$ cat src/rtl/csc_pkg.sv
// Shared constants and FSM state type for the YUV->RGB colour-space sequencer.
// Coefficients are the 16.16 fixed-point BT.601 factors used by csc_mac.
package csc_pkg;

    localparam int DATA_W = 8;
    localparam int COEF_W = 32;
    localparam int ACC_W  = 32;

    localparam logic signed [COEF_W-1:0] C_Y  = 32'sd76284;
    localparam logic signed [COEF_W-1:0] C_RV = 32'sd104595;
    localparam logic signed [COEF_W-1:0] C_GV = 32'sd53281;
    localparam logic signed [COEF_W-1:0] C_BU = 32'sd132251;
    localparam logic signed [COEF_W-1:0] C_GU = 32'sd25624;

    localparam logic [DATA_W-1:0] OFS_Y = 8'd16;
    localparam logic [DATA_W-1:0] OFS_C = 8'd128;

    typedef enum logic [2:0] {
        IDLE,
        ACCEPT,
        P0,
        P1,
        P2,
        DRAIN,
        DONE
    } state_t;

    // Unsigned sample minus its offset, widened to the signed accumulator width.
    function automatic logic signed [ACC_W-1:0] centre(input logic [DATA_W-1:0] s,
                                                       input logic [DATA_W-1:0] ofs);
        return $signed({{(ACC_W-DATA_W){1'b0}}, s}) - $signed({{(ACC_W-DATA_W){1'b0}}, ofs});
    endfunction

endpackage

$ cat src/rtl/csc_sequencer_if.sv
// Pixel-in / RGB-out stream bundle of csc_sequencer, both sides valid/ready.
// The slave modport is the sequencer's view; master is the environment's.
interface csc_sequencer_if;
    import csc_pkg::*;

    logic              pix_valid;
    logic              pix_ready;
    logic [DATA_W-1:0] Y_in;
    logic [DATA_W-1:0] U_in;
    logic [DATA_W-1:0] V_in;
    logic              rgb_valid;
    logic              rgb_ready;
    logic [DATA_W-1:0] R_out;
    logic [DATA_W-1:0] G_out;
    logic [DATA_W-1:0] B_out;

    modport master (
        output pix_valid, Y_in, U_in, V_in, rgb_ready,
        input  pix_ready, rgb_valid, R_out, G_out, B_out
    );

    modport slave (
        input  pix_valid, Y_in, U_in, V_in, rgb_ready,
        output pix_ready, rgb_valid, R_out, G_out, B_out
    );

endinterface

$ cat src/rtl/csc_mac.sv
// Two shared signed multipliers plus R/G/B accumulators, phase driven by the sequencer FSM.
// In P2 the outputs are the combinational final sums; accumulators stay frozen there.
module csc_mac
    import csc_pkg::*;
(
    input  logic                     CLOCK_50_I,
    input  logic                     resetn,
    input  state_t                   i_phase,
    input  logic        [DATA_W-1:0] i_y,
    input  logic        [DATA_W-1:0] i_u,
    input  logic        [DATA_W-1:0] i_v,
    output logic signed [ACC_W-1:0]  o_r,
    output logic signed [ACC_W-1:0]  o_g,
    output logic signed [ACC_W-1:0]  o_b
);

    logic signed [ACC_W-1:0] w_op;
    logic signed [ACC_W-1:0] w_coef_a;
    logic signed [ACC_W-1:0] w_coef_b;
    logic signed [ACC_W-1:0] w_prod_a;
    logic signed [ACC_W-1:0] w_prod_b;
    logic signed [ACC_W-1:0] r_acc_r;
    logic signed [ACC_W-1:0] r_acc_g;
    logic signed [ACC_W-1:0] r_acc_b;

    // Multiplier A feeds R/B terms, multiplier B feeds G terms.
    always_comb begin
        w_op     = '0;
        w_coef_a = '0;
        w_coef_b = '0;
        case (i_phase)
            P0: begin
                w_op     = centre(i_y, OFS_Y);
                w_coef_a = C_Y;
                w_coef_b = C_Y;
            end
            P1: begin
                w_op     = centre(i_v, OFS_C);
                w_coef_a = C_RV;
                w_coef_b = C_GV;
            end
            P2: begin
                w_op     = centre(i_u, OFS_C);
                w_coef_a = C_BU;
                w_coef_b = C_GU;
            end
            default: ;
        endcase
    end

    assign w_prod_a = w_op * w_coef_a;
    assign w_prod_b = w_op * w_coef_b;

    always_ff @(posedge CLOCK_50_I or negedge resetn) begin
        if (!resetn) begin
            r_acc_r <= '0;
            r_acc_g <= '0;
            r_acc_b <= '0;
        end else begin
            case (i_phase)
                P0: begin
                    r_acc_r <= w_prod_a;
                    r_acc_g <= w_prod_b;
                    r_acc_b <= w_prod_a;
                end
                P1: begin
                    r_acc_r <= r_acc_r + w_prod_a;
                    r_acc_g <= r_acc_g - w_prod_b;
                end
                default: ;
            endcase
        end
    end

    assign o_r = r_acc_r;
    assign o_g = r_acc_g - w_prod_b;
    assign o_b = r_acc_b + w_prod_a;

endmodule

$ cat src/rtl/csc_sequencer.sv
// Frame-level YUV->RGB sequencer: handshakes pixels through csc_mac, one per 4 cycles.
// Define CSC_CLIP_EN to saturate each channel to 0..255; otherwise raw bits [23:16] are output.
module csc_sequencer
    import csc_pkg::*;
#(
    parameter int FRAME_PIXELS = 76800,
    parameter int CNT_W        = 17
) (
    input  logic           CLOCK_50_I,
    input  logic           resetn,
    input  logic           start,
    csc_sequencer_if.slave bus,
    output logic           busy,
    output logic           done
);

    state_t                  r_state;
    state_t                  w_state_nxt;
    logic [CNT_W-1:0]        r_cnt;
    logic [CNT_W:0]          w_cnt_inc;
    logic                    w_more;
    logic [DATA_W-1:0]       r_y;
    logic [DATA_W-1:0]       r_u;
    logic [DATA_W-1:0]       r_v;
    logic                    r_pix_ready;
    logic                    r_busy;
    logic                    r_done;
    logic                    r_rgb_valid;
    logic [DATA_W-1:0]       r_r;
    logic [DATA_W-1:0]       r_g;
    logic [DATA_W-1:0]       r_b;
    logic                    w_pix_hs;
    logic                    w_load;
    logic signed [ACC_W-1:0] w_mac_r;
    logic signed [ACC_W-1:0] w_mac_g;
    logic signed [ACC_W-1:0] w_mac_b;

    function automatic logic [DATA_W-1:0] chan8(input logic signed [ACC_W-1:0] x);
`ifdef CSC_CLIP_EN
        if (x < 0)
            return '0;
        else if (x >= 32'sh0100_0000)
            return '1;
        else
            return DATA_W'(x >>> 16);
`else
        return DATA_W'(x >>> 16);
`endif
    endfunction

    csc_mac u_mac (
        .CLOCK_50_I (CLOCK_50_I),
        .resetn     (resetn),
        .i_phase    (r_state),
        .i_y        (r_y),
        .i_u        (r_u),
        .i_v        (r_v),
        .o_r        (w_mac_r),
        .o_g        (w_mac_g),
        .o_b        (w_mac_b)
    );

    assign w_pix_hs  = bus.pix_valid && r_pix_ready;
    // P2 may load when the output register is empty or being emptied this same cycle.
    assign w_load    = (r_state == P2) && (!r_rgb_valid || bus.rgb_ready);
    assign w_cnt_inc = {1'b0, r_cnt} + (CNT_W+1)'(1);
    assign w_more    = w_cnt_inc < (CNT_W+1)'(FRAME_PIXELS);

    always_comb begin
        w_state_nxt = r_state;
        case (r_state)
            IDLE:    if (start)        w_state_nxt = ACCEPT;
            ACCEPT:  if (w_pix_hs)     w_state_nxt = P0;
            P0:                        w_state_nxt = P1;
            P1:                        w_state_nxt = P2;
            P2:      if (w_load)       w_state_nxt = w_more ? ACCEPT : DRAIN;
            DRAIN:   if (!r_rgb_valid) w_state_nxt = DONE;
            DONE:                      w_state_nxt = IDLE;
            default:                   w_state_nxt = IDLE;
        endcase
    end

    always_ff @(posedge CLOCK_50_I or negedge resetn) begin
        if (!resetn) begin
            r_state     <= IDLE;
            r_cnt       <= '0;
            r_pix_ready <= 1'b0;
            r_busy      <= 1'b0;
            r_done      <= 1'b0;
        end else begin
            r_state     <= w_state_nxt;
            r_pix_ready <= (w_state_nxt == ACCEPT);
            r_busy      <= (w_state_nxt != IDLE);
            r_done      <= (w_state_nxt == DONE);
            if (r_state == IDLE && start)
                r_cnt <= '0;
            else if (w_load)
                r_cnt <= w_cnt_inc[CNT_W-1:0];
        end
    end

    always_ff @(posedge CLOCK_50_I or negedge resetn) begin
        if (!resetn) begin
            r_y <= '0;
            r_u <= '0;
            r_v <= '0;
        end else if (w_pix_hs) begin
            r_y <= bus.Y_in;
            r_u <= bus.U_in;
            r_v <= bus.V_in;
        end
    end

    always_ff @(posedge CLOCK_50_I or negedge resetn) begin
        if (!resetn) begin
            r_rgb_valid <= 1'b0;
            r_r         <= '0;
            r_g         <= '0;
            r_b         <= '0;
        end else if (w_load) begin
            r_rgb_valid <= 1'b1;
            r_r         <= chan8(w_mac_r);
            r_g         <= chan8(w_mac_g);
            r_b         <= chan8(w_mac_b);
        end else if (bus.rgb_ready) begin
            r_rgb_valid <= 1'b0;
        end
    end

    assign bus.pix_ready = r_pix_ready;
    assign bus.rgb_valid = r_rgb_valid;
    assign bus.R_out     = r_r;
    assign bus.G_out     = r_g;
    assign bus.B_out     = r_b;
    assign busy          = r_busy;
    assign done          = r_done;

endmodule
$ cat src/flat_wrapper.sv
// flat-port wrapper written by rule: the top's interface ports become plain ports
module csc_sequencer_flat import csc_pkg::*;
#(
    parameter int FRAME_PIXELS = 76800,
    parameter int CNT_W        = 17
)
  (CLOCK_50_I, resetn, start, busy, done, bus_pix_valid, bus_Y_in, bus_U_in, bus_V_in, bus_rgb_ready, bus_pix_ready, bus_rgb_valid, bus_R_out, bus_G_out, bus_B_out);
  csc_sequencer_if bus_i ();
  input  logic CLOCK_50_I;
  input  logic resetn;
  input  logic start;
  output logic busy;
  output logic done;
  input wire logic [$bits(bus_i.pix_valid)-1:0] bus_pix_valid;
  input wire logic [$bits(bus_i.Y_in)-1:0] bus_Y_in;
  input wire logic [$bits(bus_i.U_in)-1:0] bus_U_in;
  input wire logic [$bits(bus_i.V_in)-1:0] bus_V_in;
  input wire logic [$bits(bus_i.rgb_ready)-1:0] bus_rgb_ready;
  output wire logic [$bits(bus_i.pix_ready)-1:0] bus_pix_ready;
  output wire logic [$bits(bus_i.rgb_valid)-1:0] bus_rgb_valid;
  output wire logic [$bits(bus_i.R_out)-1:0] bus_R_out;
  output wire logic [$bits(bus_i.G_out)-1:0] bus_G_out;
  output wire logic [$bits(bus_i.B_out)-1:0] bus_B_out;
  assign bus_i.pix_valid = bus_pix_valid;
  assign bus_i.Y_in = bus_Y_in;
  assign bus_i.U_in = bus_U_in;
  assign bus_i.V_in = bus_V_in;
  assign bus_i.rgb_ready = bus_rgb_ready;
  assign bus_pix_ready = bus_i.pix_ready;
  assign bus_rgb_valid = bus_i.rgb_valid;
  assign bus_R_out = bus_i.R_out;
  assign bus_G_out = bus_i.G_out;
  assign bus_B_out = bus_i.B_out;
  csc_sequencer #(.FRAME_PIXELS(FRAME_PIXELS), .CNT_W(CNT_W)) u_core (.CLOCK_50_I(CLOCK_50_I), .resetn(resetn), .start(start), .bus(bus_i), .busy(busy), .done(done));
endmodule
$ cat config.mk
export PLATFORM = sky130hd
export DESIGN_NAME = csc_sequencer_flat
export DESIGN_NICKNAME = d
export VERILOG_FILES = /design/src/rtl/csc_pkg.sv /design/src/rtl/csc_sequencer_if.sv /design/src/rtl/csc_mac.sv /design/src/rtl/csc_sequencer.sv /design/src/flat_wrapper.sv
export SDC_FILE = /design/constraint.sdc
export NUM_CORES = 1
export LEC_CHECK = 0
export ABC_AREA = 1
export CORE_UTILIZATION = 50
export DETAILED_ROUTE_END_ITERATION = 16
export GPL_ROUTABILITY_DRIVEN = 1
export HOLD_SLACK_MARGIN = 0.15
export MAX_ROUTING_LAYER = met4
export PLACE_DENSITY_LB_ADDON = 0.2
export SETUP_SLACK_MARGIN = 0.5
export SYNTH_ARGS = -nofsm -noshare
export SYNTH_HDL_FRONTEND = slang
export SYNTH_SLANG_ARGS = --single-unit
$ cat constraint.sdc
create_clock -name CLOCK_50_I -period 14.15 [get_ports CLOCK_50_I]
set_clock_uncertainty 0.15 [all_clocks]
set_input_delay 2.83 -clock CLOCK_50_I [delete_from_list [all_inputs] [get_ports CLOCK_50_I]]
set_output_delay 2.83 -clock CLOCK_50_I [all_outputs]
set_load 0.01 [all_outputs]
==> results of run 1 <==
## tightest hold or removal path: stages, from the launching register on
cell	delay, ps
dfrtp_1	340
nand2_1	50
nand2_1	40
## cells by family after synthesis
family,Yosys count,synth area share [%]
buffers and inverters,672,12.2
flip-flops,144,17.5
adder cells (fa/ha/maj),507,40.5
AO/OA/AOI/OAI,335,9.22
XOR/XNOR,73,3.19
AND/OR/NAND/NOR,848,17.4
## cell usage in the layout (no fill, tap or decap), types with 5 or more instances in the layout
cell type	count
nand4_1	16
nand2_2	5
or2_2	10
clkbuf_16	17
o21ai_0	97
nor2_1	129
o22ai_1	11
xor2_1	47
xnor2_1	25
o21a_1	5
o31ai_1	6
fa_1	268
nand3_1	123
nand2_4	5
buf_4	19
o21ai_1	11
nor4_1	6
inv_1	632
o21bai_1	11
dfrtp_1	144
nand2_1	518
inv_2	8
o211ai_1	12
clkdlybuf4s50_1	55
a31oi_1	19
ha_1	239
a21oi_1	129
nor3_1	18
a21o_1	14
## layout make-up
| cell class | instances | area, sq um |
|---|---|---|
| timing repair buffer | 75 | 704 |
| multi-input combinational | 1763 | 14500 |
| fill | 3853 | 18200 |
| clock inverter | 14 | 180 |
| sequential | 144 | 3600 |
| inverter | 642 | 2410 |
| tap | 532 | 666 |
| clock buffer | 18 | 429 |
## sequential cells by signal, summed over array words and instances (netlist names)
| register | cells |
|---|---|
| u_core.bus.B_out | 8 |
| u_core.bus.G_out | 8 |
| u_core.bus.R_out | 8 |
| u_core.bus.pix_ready | 1 |
| u_core.bus.rgb_valid | 1 |
| u_core.busy | 1 |
| u_core.done | 1 |
| u_core.r_cnt | 17 |
| u_core.r_state | 3 |
| u_core.r_u | 8 |
| u_core.r_v | 8 |
| u_core.r_y | 8 |
| u_core.u_mac.o_r | 24 |
| u_core.u_mac.r_acc_b | 24 |
| u_core.u_mac.r_acc_g | 24 |
## path summary, 6_finish.rpt
check	from	to	slack (ps)	cells after the start
min in group asynchronous	resetn	u_core.r_cnt[13]$_DFFE_PN0P_	2320	1
min reg2reg	u_core.bus.R_out[5]$_DFFE_PN0P_	u_core.bus.R_out[5]$_DFFE_PN0P_	320	2
max in group asynchronous	resetn	u_core.u_mac.r_acc_b[17]$_DFFE_PN0P_	10340	2
max	u_core.r_state[2]$_DFF_PN0_	u_core.u_mac.o_r[23]$_DFFE_PN0N_	4100	39
min	u_core.bus.R_out[5]$_DFFE_PN0P_	u_core.bus.R_out[5]$_DFFE_PN0P_	320	2
max reg2reg	u_core.r_state[2]$_DFF_PN0_	u_core.u_mac.o_r[23]$_DFFE_PN0N_	4100	39
## per-layer routing
metal / wire length (um) / vias to the layer above
li1: - / 8123
met1: 25800 / 8150
met2: 24700 / 491
met3: 3720 / 91
met4: 1740 / 0
met5: 0 / -
## per-stage QoR
| stage | instances | area [sq um] | setup WS (ps) |
|---|---|---|---|
| finish | 3188 | 22500 | 4100 |
| global route | 3188 | 22500 | 3530 |
| CTS | 3188 | 22500 | 4170 |
| detailed placement | 3156 | 21900 | 4220 |
| global placement | 3156 | 21900 | 4470 |
| floorplan | 2579 | 20600 | 6240 |
==> results.py, run 1 <==
metrics = {
    "setup_path": {
        "cp-start-kind": "flop",
        "endpoint_kind": "flop",
        "crit_fanout": 42,
        "crit_top_cell": "inv_1",
        "required_ps": 14360,
        "crit_slowest_cell": "inv_2",
        "cp_top_family": "adder cells",
        "cp.buffers_inverters": 11,
        "crit_type": "flop to flop",
        "critPathMaxStageDelay_ps": 680,
        "cp_data_arrival_time_ps": 10260,
    },
    "placed_design": {
        "place.gp.congestion": 1.01,
        "port_buffers": 56,
        "hpwl_um": 46000,
    },
    "synth": {
        "synth_top_cell_by_area": "fa_1",
        "yosysTopAreaCellShare_pct": 26.0,
        "ys_top_cells_by_area": "fa_1 26%, dfrtp_1 17%, ha_1 14%",
        "synth_warnings": 0,
        "syn_avg_cell_area_sq_um": 8.00,
        "synth_commonest_cells": "632 x inv_1, 518 x nand2_1, 268 x fa_1",
        "ys_ff_latch": 144,
        "async_reset_ff_share_pct": 100,
        "syn_nets": 3115,
        "synth_most_common_cell": "inv_1",
        "ys_seq_area_share_pct": 17.5,
        "synth_area_sq_mm": 0.0206,
        "synth.distinct_cells": 53,
        "synth_ff_type": "dfrtp_1",
        "synth_cells": 2579,
        "synth_edf_count": 0,
    },
    "clocking": {
        "cts_setup_buffers": 0,
        "cts_resized": 0,
        "cts-root-buf": "clkbuf_16",
        "holdBufCountCts": 0,
        "clk_path_buf_depth": 2,
        "insertion_delay_ps": 490,
        "cts_tree": "built",
        "cts.sinks": 144,
        "h-tree-depth": 4,
        "cts.clk_slew.worst_paths_ps": 70,
        "cts_buffers": 17,
    },
    "layout": {
        "drive_above_1_share_pct": 3.46,
        "antennaDiodeCount": 0,
        "nets": 3179,
        "synthToLayoutAreaGrowth_pct": 9.03,
        "utilization_pct": 55.2,
    },
    "flow_run": {
        "cap_violations": 0,
    },
    "sta": {
        "hold_ws_ps": 319,
        "max_freq_mhz": 99.5,
        "finalSetupViolCount": 0,
        "slew-limit-headroom_pct": 29.1,
        "hold_viol": 0,
        "post-route-period-util_pct": 71.0,
        "drv_slew": 0,
        "tightest_slew_ps": 1060,
        "rsz0062_at_grt": "no",
        "finalSetupTns_ps": 0,
        "min_period_ps": 10050,
    },
    "routing": {
        "ant_nets": 0,
        "avgViaCountPerCell": 5.29,
        "drc": 0,
        "via_count": 16900,
        "first_pass_iters": 6,
        "drt_iter0_drc": 1262,
        "wl_per_cell_um": 17.5,
        "routed_wirelength_um": 55900,
    },
    "global_route": {
        "grt_use_met3_pct": 5.62,
        "grt-busiest-layer": "met2",
        "gr-total-overflow": 0,
        "grt_util_met1_pct": 39.5,
        "grt_usage_pct": 29.2,
        "use_met2_pct": 43.8,
        "grt_max_degree": 100,
        "grt_antenna_before_repair": 0,
        "grt_pass1_wl_um": 90200,
        "grt_pass1_vias": 16900,
    },
    "floorplan": {
        "rows": 74,
        "die_area_sq_mm": 0.0421,
        "die_x_um": 205,
        "ioPinCount": 57,
        "core_sq_mm": 0.0407,
        "die_y_um": 205,
        "start_util_pct": 50.7,
    },
    "status": {
        "status": "finished clean",
    },
    "hold_path": {
        "hold_path.class": "flop to flop",
    },
}
Power of run 1 is left out: the tool's default activity adds up to more than one toggle a clock period on the data nets, which glitch-free logic cannot reach.
==> inputs of run 2 (changes only) <==
- clock period: 14.15 -> 8.2 ns (I/O delays scaled with it)
==> results.py, run 2 (synthesized netlist as in run 1, its figures left out) <==
metrics = {
    "layout": {
        "stdcell_count": 3321,
        "regArea_sq_mm": 0.00361,
        "nFillCells": 3620,
        "final_common_cell": "inv_1",
        "utilization_pct": 61.2,
        "nets": 3312,
        "multi_input_area_sq_mm": 0.0158,
        "layout_common_cells": "603 x inv_1, 481 x nand2_1, 256 x fa_1",
        "synthToLayoutAreaGrowth_pct": 20.8,
        "drive_above_1_share_pct": 16.4,
        "antennaDiodeCount": 0,
    },
    "routing": {
        "routed_wirelength_um": 59700,
        "drt_iter0_drc": 1250,
        "avgViaCountPerCell": 5.28,
        "drc": 0,
        "wl_per_cell_um": 18.0,
        "via_count": 17500,
        "first_pass_iters": 5,
        "ant_nets": 0,
    },
    "global_route": {
        "grt_antenna_before_repair": 0,
        "grt_usage_pct": 30.4,
        "grt_pass1_vias": 17600,
        "gr-total-overflow": 0,
        "grt_max_degree": 92,
        "grt_pass1_wl_um": 93500,
    },
    "floorplan": {
        "die_area_sq_mm": 0.0421,
        "die_y_um": 205,
        "die_x_um": 205,
        "start_util_pct": 50.7,
        "rows": 74,
        "core_sq_mm": 0.0407,
        "ioPinCount": 57,
    },
    "setup_path": {
        "endpoint_kind": "flop",
        "cp.buffers_inverters": 12,
        "crit_slowest_cell": "fa_2",
        "critPathMaxStageDelay_ps": 580,
        "crit_type": "flop to flop",
        "crit_fanout": 5,
        "crit_top_cell": "fa_1",
        "cp_data_arrival_time_ps": 7850,
        "cp-start-kind": "flop",
        "cp_top_family": "adder cells",
        "required_ps": 8390,
    },
    "flow_run": {
        "cap_violations": 0,
    },
    "status": {
        "status": "finished clean",
    },
    "clocking": {
        "clk_path_buf_depth": 2,
        "h-tree-depth": 4,
        "cts.sinks": 144,
        "holdBufCountCts": 0,
        "cts.clk_slew.worst_paths_ps": 70,
        "cts_buffers": 17,
        "insertion_delay_ps": 490,
        "cts-root-buf": "clkbuf_16",
        "cts_tree": "built",
    },
    "sta": {
        "fin_ws_ps": 532,
        "finalSetupViolCount": 0,
        "hold_viol": 0,
        "rsz0062_at_grt": "yes",
        "min_period_ps": 7670,
        "slew-limit-headroom_pct": 36.2,
        "max_freq_mhz": 130,
        "tightest_slew_ps": 957,
        "drv_slew": 0,
        "post-route-period-util_pct": 93.5,
    },
    "placed_design": {
        "port_buffers": 56,
        "place.gp.congestion": 0.997,
        "hpwl_um": 48100,
        "pre_cts_ws_ps": -88.5,
        "place_inst": 3222,
    },
    "hold_path": {
        "hold_path.class": "flop to flop",
    },
}
[run 2: cell types whose count changed in the layout (fill, tap and decap cells not counted), moves of 18 or more]
| cell | change |
|---|---|
| buf_4 | +119 |
| ha_1 | -42 |
| ha_4 | +38 |
| nand2_1 | -37 |
| a21oi_1 | -30 |
| nor2_1 | -30 |
| inv_1 | -29 |
| nand2_2 | +29 |
| a21oi_2 | +24 |
| inv_2 | +24 |
| o21ai_0 | -18 |
[run 2: final timing paths]
path                                            startpoint                               to  slack (ps)  cells past startpoint
setup reg to reg                 u_core.r_y[4]$_DFFE_PN0P_  u_core.bus.B_out[6]$_DFFE_PN0P_         530                     36
max in group asynchronous                           resetn      u_core.r_state[1]$_DFF_PN0_        5420                      2
hold / removal             u_core.bus.R_out[1]$_DFFE_PN0P_  u_core.bus.R_out[1]$_DFFE_PN0P_         320                      2
min in group asynchronous                           resetn  u_core.bus.G_out[5]$_DFFE_PN0P_        1080                      1
hold reg to reg            u_core.bus.R_out[1]$_DFFE_PN0P_  u_core.bus.R_out[1]$_DFFE_PN0P_         320                      2
setup / recovery                 u_core.r_y[4]$_DFFE_PN0P_  u_core.bus.B_out[6]$_DFFE_PN0P_         530                     36
[run 2: routing by layer]
layer,vias to the layer above,GRT usage [%],wire length [um]
li1,8383,-,-
met1,8561,39.5,26400
met2,511,46.8,27500
met3,82,7.16,4230
met4,0,9.58,1540
met5,-,-,0
[run 2: worst register-to-register path: cells and delay by family (launching register included)]
kind / cells / cell delay [ps]
flops: 1 / 380
compound gates: 8 / 1110
simple gates: 5 / 570
buf+inv: 12 / 1240
fa+ha+maj: 9 / 3670
xor+xnor: 2 / 420
[run 2: metrics by stage]
step	hold slack (ps)	area [sq um]	TNS, ps
2_1_floorplan	296	20700	0
3_3_place_gp	306	22400	0
3_5_place_dp	309	22400	-176
4_1_cts	327	23600	0
5_1_grt	345	24900	0
6_report	319	24900	0
[run 2: area by class of cell]
type	count	area share, %
tap	532	2.67
clock buffer	19	1.78
timing repair buffer	207	7.14
clock inverter	13	0.597
multi-input combinational	1764	63.6
inverter	642	9.77
sequential	144	14.5
[run 2: timing repair]
action,in CTS,in global routing
cloned,1,0
setup endpoints to repair,28,33
pin swaps,25,87
buffers inserted,17,49
gates resized for setup,108,202
Power of run 2 is left out for the same reason.
==> inputs of run 3 (changes only) <==
- HOLD_SLACK_MARGIN: 0.15 -> not set
==> results of run 3 <==
Final layout, timing and power as in run 2 (identical DEF).
Power of run 3 is left out for the same reason.
